File: src/rtl/xiphos_pkg.sv
// Shared types and widths for the xiphos front end.
package xiphos_pkg;

    localparam int WORD_W = 16;

    typedef enum logic [2:0] {
        IDLE  = 3'd0,
        REQ   = 3'd1,
        LOAD  = 3'd2,
        HOLD  = 3'd3,
        FAULT = 3'd4
    } fetch_state_t;

endpackage

File: src/rtl/fetch_timeout_ctr.sv
// Counts REQ cycles without an ack; flags the cycle whose increment reaches TIMEOUT.
module fetch_timeout_ctr #(
    parameter int unsigned TIMEOUT = 15
) (
    input  logic clk,
    input  logic rst_n,
    input  logic clr_i,
    input  logic inc_i,
    output logic expired_o
);

    localparam logic [7:0] LIMIT = 8'(TIMEOUT);

    logic [7:0] cnt_q;
    logic [7:0] cnt_d;
    logic [7:0] cnt_inc;

    assign cnt_inc = cnt_q + 8'd1;

    always_comb begin
        cnt_d = cnt_q;
        if (clr_i) begin
            cnt_d = '0;
        end else if (inc_i) begin
            cnt_d = cnt_inc;
        end
    end

    // Expiry is flagged on the cycle that would bring the count up to LIMIT.
    assign expired_o = inc_i && !clr_i && (cnt_inc == LIMIT);

    always_ff @(posedge clk or negedge rst_n) begin
        if (!rst_n) begin
            cnt_q <= '0;
        end else begin
            cnt_q <= cnt_d;
        end
    end

endmodule

File: src/rtl/fetch_unit.sv
// Instruction-fetch stage: owns the PC, runs the memory req/ack read and feeds the IR.
// Handshake: mem_req rises with mem_addr and holds both stable until the cycle mem_ack=1.
module fetch_unit
    import xiphos_pkg::*;
#(
    parameter logic [WORD_W-1:0] RESET_PC = 16'h0000,
    parameter logic [WORD_W-1:0] PC_STEP  = 16'd1,
    parameter int unsigned       TIMEOUT  = 15
) (
    input  logic              clk,
    input  logic              rst_n,
    input  logic              en,
    output logic              mem_req,
    output logic [WORD_W-1:0] mem_addr,
    input  logic              mem_ack,
    input  logic [WORD_W-1:0] mem_rdata,
    output logic [WORD_W-1:0] ir_in,
    output logic              ir_ld,
    input  logic              ir_taken,
    input  logic              branch_valid,
    input  logic [WORD_W-1:0] branch_target,
    output logic [WORD_W-1:0] pc,
    output logic              fault,
    output fetch_state_t      dbg_state_o
);

    fetch_state_t      state_q, state_d;
    logic [WORD_W-1:0] pc_q, pc_d;
    logic [WORD_W-1:0] addr_q, addr_d;
    logic [WORD_W-1:0] ir_q, ir_d;
    logic              squash_q, squash_d;
    logic              fault_q, fault_d;
    logic              launch;
    logic              tmo_expired;

    fetch_timeout_ctr #(
        .TIMEOUT (TIMEOUT)
    ) u_tmo (
        .clk       (clk),
        .rst_n     (rst_n),
        .clr_i     ((state_q != REQ) || mem_ack),
        .inc_i     ((state_q == REQ) && !mem_ack),
        .expired_o (tmo_expired)
    );

    always_comb begin
        state_d  = state_q;
        pc_d     = pc_q;
        addr_d   = addr_q;
        ir_d     = ir_q;
        squash_d = squash_q;
        fault_d  = fault_q;
        launch   = 1'b0;

        // A redirect always lands in the PC unless the unit is dead.
        if (branch_valid && (state_q != FAULT)) begin
            pc_d = branch_target;
        end

        case (state_q)
            IDLE: begin
                if (en) launch = 1'b1;
            end
            REQ: begin
                if (mem_ack) begin
                    if (squash_q || branch_valid) begin
                        squash_d = 1'b0;
                        launch   = 1'b1;
                    end else begin
                        ir_d    = mem_rdata;
                        pc_d    = pc_q + PC_STEP;
                        state_d = LOAD;
                    end
                end else if (tmo_expired) begin
                    fault_d  = 1'b1;
                    squash_d = 1'b0;
                    state_d  = FAULT;
                end else if (branch_valid) begin
                    squash_d = 1'b1;
                end
            end
            // LOAD doubles as the first HOLD cycle so a word acked on cycle N
            // can be followed by a new request on cycle N+2.
            LOAD, HOLD: begin
                if (en && (ir_taken || branch_valid)) begin
                    launch = 1'b1;
                end else if (ir_taken) begin
                    state_d = IDLE;
                end else begin
                    state_d = HOLD;
                end
            end
            FAULT: begin
                state_d = FAULT;
            end
            default: begin
                state_d = IDLE;
            end
        endcase

        // Every new transaction latches its address once and keeps it until ack.
        if (launch) begin
            state_d = REQ;
            addr_d  = pc_d;
        end
    end

    always_ff @(posedge clk or negedge rst_n) begin
        if (!rst_n) begin
            state_q  <= IDLE;
            pc_q     <= RESET_PC;
            addr_q   <= RESET_PC;
            ir_q     <= '0;
            squash_q <= 1'b0;
            fault_q  <= 1'b0;
        end else begin
            state_q  <= state_d;
            pc_q     <= pc_d;
            addr_q   <= addr_d;
            ir_q     <= ir_d;
            squash_q <= squash_d;
            fault_q  <= fault_d;
        end
    end

    assign mem_req     = (state_q == REQ);
    assign mem_addr    = addr_q;
    assign ir_in       = ir_q;
    assign ir_ld       = (state_q == LOAD);
    assign pc          = pc_q;
    assign fault       = fault_q;
    assign dbg_state_o = state_q;

endmodule

File: config.mk
export PLATFORM = sky130hd
export DESIGN_NAME = fetch_unit
export DESIGN_NICKNAME = d
export VERILOG_FILES = /design/src/rtl/xiphos_pkg.sv /design/src/rtl/fetch_timeout_ctr.sv /design/src/rtl/fetch_unit.sv
export SDC_FILE = /design/constraint.sdc
export NUM_CORES = 1
export LEC_CHECK = 0
export BUFFER_PORTS_ARGS = -buffer_cell sky130_fd_sc_hd__buf_4
export CAP_MARGIN = 15
export CORE_ASPECT_RATIO = 0.9
export CORE_MARGIN = 2
export CORE_UTILIZATION = 46
export CTS_CLUSTER_SIZE = 20
export DETAILED_ROUTE_END_ITERATION = 10
export GPL_ROUTABILITY_DRIVEN = 1
export PLACE_DENSITY = 0.78
export SLEW_MARGIN = 25
export SYNTH_ARGS = -nofsm -noshare
export SYNTH_HDL_FRONTEND = slang
export SYNTH_SLANG_ARGS = --single-unit
File: constraint.sdc
create_clock -name clk -period 1.7 [get_ports clk]
set_input_delay 0.085 -clock clk [delete_from_list [all_inputs] [get_ports clk]]
set_output_delay 0.085 -clock clk [all_outputs]
set_load 0.01 [all_outputs]
# Yosys cells after proc, flatten, opt, wreduce, memory -nomap -nowiden
# Index checks and enable logic that the tools add are counted.
# word_totals
reg_bits,61
output_inout_bits,54
elab_cells,63
inputBits,38
# classes
mux,22
bitwise,2
n_reduce_logical,18
addsub,2
eq_ne,12
# op_table
operator,n
$mux W16,4
$add A16 B1 Y16 const B,1
$mux W8,2
$mux W3,5
$pmux W3 S4,1
$reduce_and A3 Y1,3
$add A8 B1 Y8 const B,1
$eq A8 B4 Y1 const B,1
$mux W1,8
$eq A3 B2 Y1 const B,2
$ne A3 B3 Y1 const B,2
$logic_and A1 B1 Y1,5
$ne A4 B1 Y1 const B,1
$ne A4 B4 Y1 const B,1
$reduce_and A4 Y1,1
$eq A3 B1 Y1 const B,1
$eq A3 B3 Y1 const B,1
$logic_not A3 Y1,1
$logic_or A1 B1 Y1,3
$ne A3 B1 Y1 const B,1
$pmux W1 S3,1
$reduce_bool A3 Y1,1
$logic_not A1 Y1,2
$mux W2,1
5 further kinds,6

# Logic depth before layout (Yosys ltp)
# Gate-level depths: netlist of run 1.
# depth
depth_word,9
depth_mapped,9
depth_no_buf,6

# Hierarchy
# Synthesis of run 1 repeated with hierarchy kept, for this count alone.
# unflattened
cells_unflattened,273
area_unflattened_um2,3056.7
# by_module_without_submodules
module,cells_per_inst,area_per_inst_um2,seq_area_each_um2,instances
fetch_unit,226,2608.8,1326.3,1
fetch_timeout_ctr,47,447.9,200.2,1

# Worst setup path after synthesis of run 1
# Ideal clock, no wire load.
# synth_path
path_type,reg-to-reg
from,"reg state_q[1], in the netlist dbg_state_o[1]"
to,"reg addr_q[5], in the netlist mem_addr[5]"
path_buffers,1
setup_ns,0.125
t_arrival_ns,1.770
setup_slack_ns,-0.195
required_time_ns,1.575
period_less_slack_ns,1.895
stages_incl_launch_ff,7
cell_sequence,dfrtp_1 > buf_4 > or3b_4 > a22o_4 > o21a_1 > o221a_1 > mux2_2
# synth_via
elab_chain_cells,6
word_cells_on_any_way,12
classes_between,eq/ne: 4; mux: 5; reduce/logical: 3
# synth_lines
element,line_no,source
from (decl),fetch_unit.sv:27,"fetch_state_t state_q, state_d;"
from (signal assigned),fetch_unit.sv:117,state_q <= state_d;
$ne A3 B3 Y1,fetch_unit.sv:56,if (branch_valid && (state_q != FAULT)) begin
$logic_and A1 B1 Y1,fetch_unit.sv:56,
$mux W16,fetch_unit.sv:56,
$mux W16,fetch_unit.sv:66,if (squash_q || branch_valid) begin
$mux W16,fetch_unit.sv:65,if (mem_ack) begin
$mux W16 *,fetch_unit.sv:60,case (state_q)
named net pc_d[5],fetch_unit.sv:28,"logic [WORD_W-1:0] pc_q, pc_d;"
to (signal assigned),fetch_unit.sv:119,addr_q <= addr_d;
to (decl),fetch_unit.sv:29,"logic [WORD_W-1:0] addr_q, addr_d;"
# The timed path passes the listed nets; every way through them passes the cells marked *.
# A chain may end at the register's enable or synchronous reset.

# Final worst setup path of run 1
# Ends and elaborated chain as after synthesis.

==> flow_metrics.py, run 1 <==
metrics = {
    "detailed_routing": {
        "drc_errors": 0,
        "drtIter0Drc": 125,
        "wl_per_cell_um": 15.2,
        "vias": 2811,
        "drt_first_pass_iters": 4,
        "antenna_left": 0,
        "via_per_inst": 5.20,
        "drt_wl_total_um": 8240,
    },
    "pwr": {
        "ir_drop_mv": 0.771,
        "p_leak_uw": 0.00214,
        "totalPowerFinal_uw": 6540,
        "power_density_nw_per_um2": 1450,
    },
    "synthesis": {
        "synth.cell_area_um2": 2930,
        "synth_nets": 346,
        "synthCells": 305,
        "ys_ff_latch": 61,
        "synth_edf_count": 0,
        "ys_types": 43,
        "ys.flop_type": "dfrtp_1",
        "yosys_warnings": 0,
        "syn_avg_cell_area_um2": 9.62,
        "synth_async_sr_flop_share_pct": 100,
        "seq_area_frac_synth_pct": 52.0,
    },
    "worst_setup_path": {
        "critPathCaptureType": "flop",
        "cp.arrival_ps": 2020,
        "reg2reg_slack_ps": -100,
        "start_kind": "flop",
        "cp_cell_sequence": "or3b_4, a22o_4, o21a_1, o221a_1, mux2_2",
        "path_depth": 5,
        "crit_fanout": 6,
        "slowest_delay_ps": 430,
        "worstRegToRegCells": 5,
        "critPathKind": "flop to flop",
        "cp.required_ps": 1920,
        "cp_top_family": "compound AO/OA/AOI/OAI gates",
        "crit_buf_inv": 0,
        "crit_slowest_cell": "or3b_4",
    },
    "die": {
        "dieArea_um2": 7030,
        "core_um2": 6150,
        "io_pins": 92,
        "fp.dieH_um": 79.8,
        "rows": 27,
        "initial_core_util_pct": 47.7,
        "die_x_um": 88.2,
    },
    "layout": {
        "drive_gt1_share_pct": 41.4,
        "fillers": 488,
        "syn_to_final_growth_pct": 53.2,
        "final_nets": 490,
        "n_antenna_cell": 0,
        "final_util_pct": 73.1,
    },
    "sta": {
        "setup-violations-final": 6,
        "layout_setup_ws_ps": -95.4,
        "hold_viol": 0,
        "skew_ps": 7.11,
        "rsz0062_at_grt": "yes",
        "max_freq_ghz": 0.557,
        "period_needed_ps": 1800,
        "max_slew_margin_pct": 48.7,
        "worst_pin_slew_ps": 770,
        "finalMaxSlewViolations": 0,
        "fin_crit_sh_pct": 106,
    },
    "clocking": {
        "cts_tree": "built",
        "htree_levels": 3,
        "clk_latency_ps": 330,
        "cts_sinks": 61,
        "cts.clk_slew.worst_paths_ps": 70,
        "root_buffer": "clkbuf_8",
        "clk_path_buf_depth": 2,
        "cts_made_buffers": 9,
    },
    "outcome": {
        "violations": "negative setup slack",
        "status": "complete, but fails checks",
    },
    "global_routing": {
        "grtUsageTotal_pct": 24.0,
        "antenna_found_initial": 0,
        "grt.overflow.total": 0,
        "grt_pass1_wl_um": 12800,
        "grt_pass1_vias": 2734,
        "grt_start_max_net_pins": 62,
    },
    "placement": {
        "pre_cts_slack_ps": -55.9,
        "hpwl_um": 5470,
        "gp_congestion": 0.845,
        "portBuffers": 91,
    },
    "hold_path": {
        "hold_path_depth": 3,
        "hold_class": "primary input to flop",
    },
    "job": {
        "drv_cap": 0,
    },
}
==> repair_timing <==
item,CTS,global route
hold buffers,17,0
pin swaps,2,18
buffers inserted,0,7
endpoints found under the hold margin,77,0
resized for setup,5,29
setup endpoints to repair,6,24
==> cells in the final DEF (no fill, tap or decap), types with 9 or more instances in the layout <==
master           n
buf_4          123
nand2_1         64
dfrtp_1         60
nor2_1          22
dlygate4sd3_1   17
nand3_1         14
a21oi_1         13
a21oi_2         10
clkbuf_8         9
==> worst paths after layout <==
path | from | to
max reg2reg | dbg_state_o[1] | mem_addr[5]
max in group asynchronous | rst_n | u_tmo.cnt_q[0]
min | branch_target[4] | pc[4]
min reg2reg | ir_in[13] | ir_in[13]
min in group asynchronous | rst_n | u_tmo.cnt_q[6]
max | dbg_state_o[1] | mem_addr[5]
==> cell type report <==
class                   instances  area (um^2)  area share (%)
inverters                       5         18.8           0.418
well taps                      87          109            2.42
repair buffers                147         1190            26.4
flip-flops and latches         61         1530            34.0
clock buffers                  11          131            2.92
clock inverters                 5         75.1            1.67
multi-input cells             225         1450            32.2
==> kinds of logic (layout without fill, tap and decap cells) <==
logic type / Yosys count / after routing / synth area share, %
adders and majority gates: 3 / 3 / 1.28
xor gates and xnor gates: 15 / 15 / 4.48
AOI/OAI and AO/OA: 62 / 62 / 13.6
and+or+nand+nor: 134 / 134 / 20.8
muxes: 11 / 11 / 4.14
DFF: 61 / 61 / 52.0
buffers and inverters: 19 / 168 / 3.63
==> metal layers <==
metal | share of wire (%) | track usage (%) | vias up
met4 | 1.5 | 9.85 | 0
met5 | 0 | 0 | -
met3 | 6.2 | 5.27 | 13
met2 | 50 | 40.4 | 96
li1 | - | - | 1342
met1 | 42 | 29.8 | 1360
==> cell usage after synthesis, types with 3 or more instances <==
cell type   n  area (um^2)
nor3_1      5         25.0
buf_2       7         35.0
buf_6       3         33.8
ha_1        3         37.5
nand3_1    15         75.1
xnor2_1     8         70.1
dfrtp_1    61         1530
inv_1       5         18.8
mux2_2      9          101
nand4_1     5         31.3
a21o_1      7         52.6
nor3b_1     4         30.0
clkbuf_1    3         11.3
a21oi_1    24          120
xor2_1      7         61.3
and3_1      3         18.8
nand2b_1    4         25.0
o21ai_0     9         45.0
nor2_1     23         86.3
a311oi_1    3         26.3
nand2_1    67          251
==> flip-flops by register name (all words and copies together), names as in the netlist <==
| name | count |
|---|---|
| u_tmo.cnt_q | 8 |
| squash_q | 1 |
| mem_addr | 16 |
| pc | 16 |
| dbg_state_o | 3 |
| ir_in | 16 |
| fault | 1 |
==> stage by stage <==
step	cells	area, um^2	hold slack (ps)	setup TNS (ps)
floorplan	305	2980	-211	-1130
global placement	501	3920	197	-18.1
detailed placement	501	3920	205	-154
CTS	534	4310	43.4	-176
global route	541	4490	83.9	-611
finish	541	4490	79.9	-213
==> worst reg2reg max path: stages (launching register included) <==
cell     delay, ps
dfrtp_1        390
or3b_4         430
a22o_4         260
o21a_1         110
o221a_1        230
mux2_2         260
==> report_power, final <==
part           total [uW]  switching [uW]  internal [uW]
clock                1380             558            819
sequential           2320             363           1960
combinational        2840            1360           1490
No activity file was read; power rests on OpenSTA's default activity.
==> run 2, diff against run 1 <==
Settings changed: RECOVER_POWER set to 100.
==> run 2 against run 1 <==
  * The flow still finishes with violations (negative setup slack)
  * Sequential share of layout area grew 0.61 points
  * Sequential cell count unchanged
  * Setup slack worse by 5.2 ps
  * Hold slack better by 2.7 ps
  * Largest cell class unchanged
  * Die area did not move
  * First-iteration DRC count is 13% lower
  * Largest power group unchanged
  * Final cell count unchanged
  * Critical endpoint unchanged
  * Maximum frequency shrank 0.29%
  * Critical path depth unchanged
  * Design area is 1.8% lower
  * Sequential power is essentially flat
==> flow_metrics.py, run 2 (synthesis results as in run 1) <==
metrics = {
    "outcome": {
        "status": "complete, but fails checks",
        "violations": "negative setup slack",
    },
    "clocking": {
        "cts_sinks": 61,
        "cts.clk_slew.worst_paths_ps": 70,
        "clk_latency_ps": 330,
        "cts_made_buffers": 9,
        "clk_path_buf_depth": 2,
        "root_buffer": "clkbuf_8",
        "cts_tree": "built",
        "htree_levels": 3,
    },
    "placement": {
        "gp_congestion": 0.845,
        "placed_cell_area_um2": 3920,
        "place_inst": 501,
        "hpwl_um": 5470,
        "portBuffers": 91,
    },
    "pwr": {
        "p_leak_uw": 0.00206,
        "seq_power_share_pct": 36.4,
        "switching_power_uw": 2270,
        "p_int_uw": 4080,
        "ir_drop_mv": 0.769,
        "p_comb_share_pct": 41.9,
        "power_density_nw_per_um2": 1440,
        "totalPowerFinal_uw": 6350,
        "p_clk_share_pct": 21.7,
        "swShare_pct": 35.7,
    },
    "worst_setup_path": {
        "critPathCaptureType": "flop",
        "crit_fanout": 6,
        "cp.required_ps": 1920,
        "worstSetupEndpoint": "mem_addr[5]",
        "reg2reg_from": "dbg_state_o[1]",
        "r2r-end": "mem_addr[5]",
        "reg2reg_slack_ps": -100,
        "critPathLaunch": "dbg_state_o[1]",
        "cp.arrival_ps": 2020,
        "start_kind": "flop",
        "critPathKind": "flop to flop",
        "worstRegToRegCells": 5,
    },
    "hold_path": {
        "hold_class": "primary input to flop",
    },
    "sta": {
        "rsz0062_at_grt": "yes",
        "period_needed_ps": 1800,
        "finalSetupTns_ps": -224,
        "skew_ps": 6.68,
        "max_slew_margin_pct": 48.5,
        "max_freq_ghz": 0.555,
        "hold_viol": 0,
        "fin_crit_sh_pct": 106,
        "setup-violations-final": 7,
        "finalMaxSlewViolations": 0,
        "layout_setup_ws_ps": -101,
        "worst_pin_slew_ps": 773,
    },
    "global_routing": {
        "grt_pass1_vias": 2734,
        "grt.overflow.total": 0,
        "antenna_found_initial": 0,
        "grt_pass1_wl_um": 12800,
        "grt_start_max_net_pins": 62,
        "grtUsageTotal_pct": 24.0,
    },
    "detailed_routing": {
        "via_per_inst": 5.19,
        "drtIter0Drc": 109,
        "vias": 2807,
        "antenna_left": 0,
        "drt_first_pass_iters": 4,
        "wl_per_cell_um": 15.2,
        "drt_wl_total_um": 8240,
        "drc_errors": 0,
    },
    "die": {
        "die_x_um": 88.2,
        "fp.dieH_um": 79.8,
        "rows": 27,
        "dieArea_um2": 7030,
        "core_um2": 6150,
        "io_pins": 92,
        "initial_core_util_pct": 47.7,
    },
    "layout": {
        "drive_gt1_share_pct": 36.8,
        "layout_common_cells": "buf_4, nand2_1, dfrtp_1, clkbuf_1, nor2_1",
        "n_antenna_cell": 0,
        "fillers": 507,
        "syn_to_final_growth_pct": 50.6,
        "final_nets": 490,
        "stdcell_count": 541,
        "fin_area_um2": 4420,
        "layout_commonest_cell": "buf_4",
        "final_util_pct": 71.8,
    },
    "job": {
        "drv_cap": 0,
    },
}
-- run 2: cell types whose count changed in the layout (fill, tap and decap cells not counted) --
cell      before  now
clkbuf_1       2   23
buf_4        123  102
-- run 2: worst min-delay path by stage --
stage,from,to,slack [ps],depth (start not counted)
floorplan,rst_n,dbg_state_o[0],-210,0
global route,branch_target[1],pc[1],80,3
finish,branch_target[4],pc[4],80,3
detailed placement,rst_n,u_tmo.cnt_q[6],200,1
global placement,rst_n,u_tmo.cnt_q[6],200,1
CTS,branch_target[0],pc[0],40,3
-- run 2: routing by layer --
metal | part of all wire (%) | vias up | wire [um] | track usage (%)
li1 | - | 1342 | - | -
met2 | 50 | 89 | 4140 | 40.4
met5 | 0 | - | 0 | 0
met4 | 1.4 | 0 | 117 | 9.85
met1 | 43 | 1365 | 3510 | 29.8
met3 | 5.8 | 11 | 477 | 5.27
-- run 2: timing repair --
item                                    CTS  global route
gates resized for setup                   5            29
setup buffers                             0             7
endpoints found under the hold margin    77             0
hold buffers                             17             0
endpoints found under the setup margin    6            24
pin swaps                                 2            18
-- run 2: layout make-up --
type | count | area (um^2) | area share (%)
Inverter | 5 | 18.8 | 0.425
Clock buffer | 11 | 131 | 2.98
Sequential cell | 61 | 1530 | 34.6
Tap cell | 87 | 109 | 2.47
Timing Repair Buffer | 147 | 1110 | 25.1
Clock inverter | 5 | 75.1 | 1.70
Multi-Input combinational cell | 225 | 1450 | 32.8
-- run 2: power groups by stage --
stage / combinational [uW] / clock (uW) / sequential, uW
after global placement: 2590 / 0 / 2300
final: 2660 / 1380 / 2310
after detailed placement: 2670 / 0 / 2310
after floorplan: 1080 / 0 / 2530
after global routing: 2920 / 1450 / 2370
after CTS: 2710 / 1390 / 2300
-- run 2: worst max-delay path, cell delays in order, from the launching register on --
cell     delay, ps
dfrtp_1        390
or3b_4         430
a22o_4         260
o21a_1         110
o221a_1        230
mux2_2         260
-- run 2: per-stage QoR --
stage / hold slack [ps] / worst slack, ps
final: 82.6 / -101
after global routing: 83.9 / -133
after CTS: 43.4 / -80.0
after detailed placement: 205 / -55.9
after global placement: 197 / -18.1
after floorplan: -211 / -146
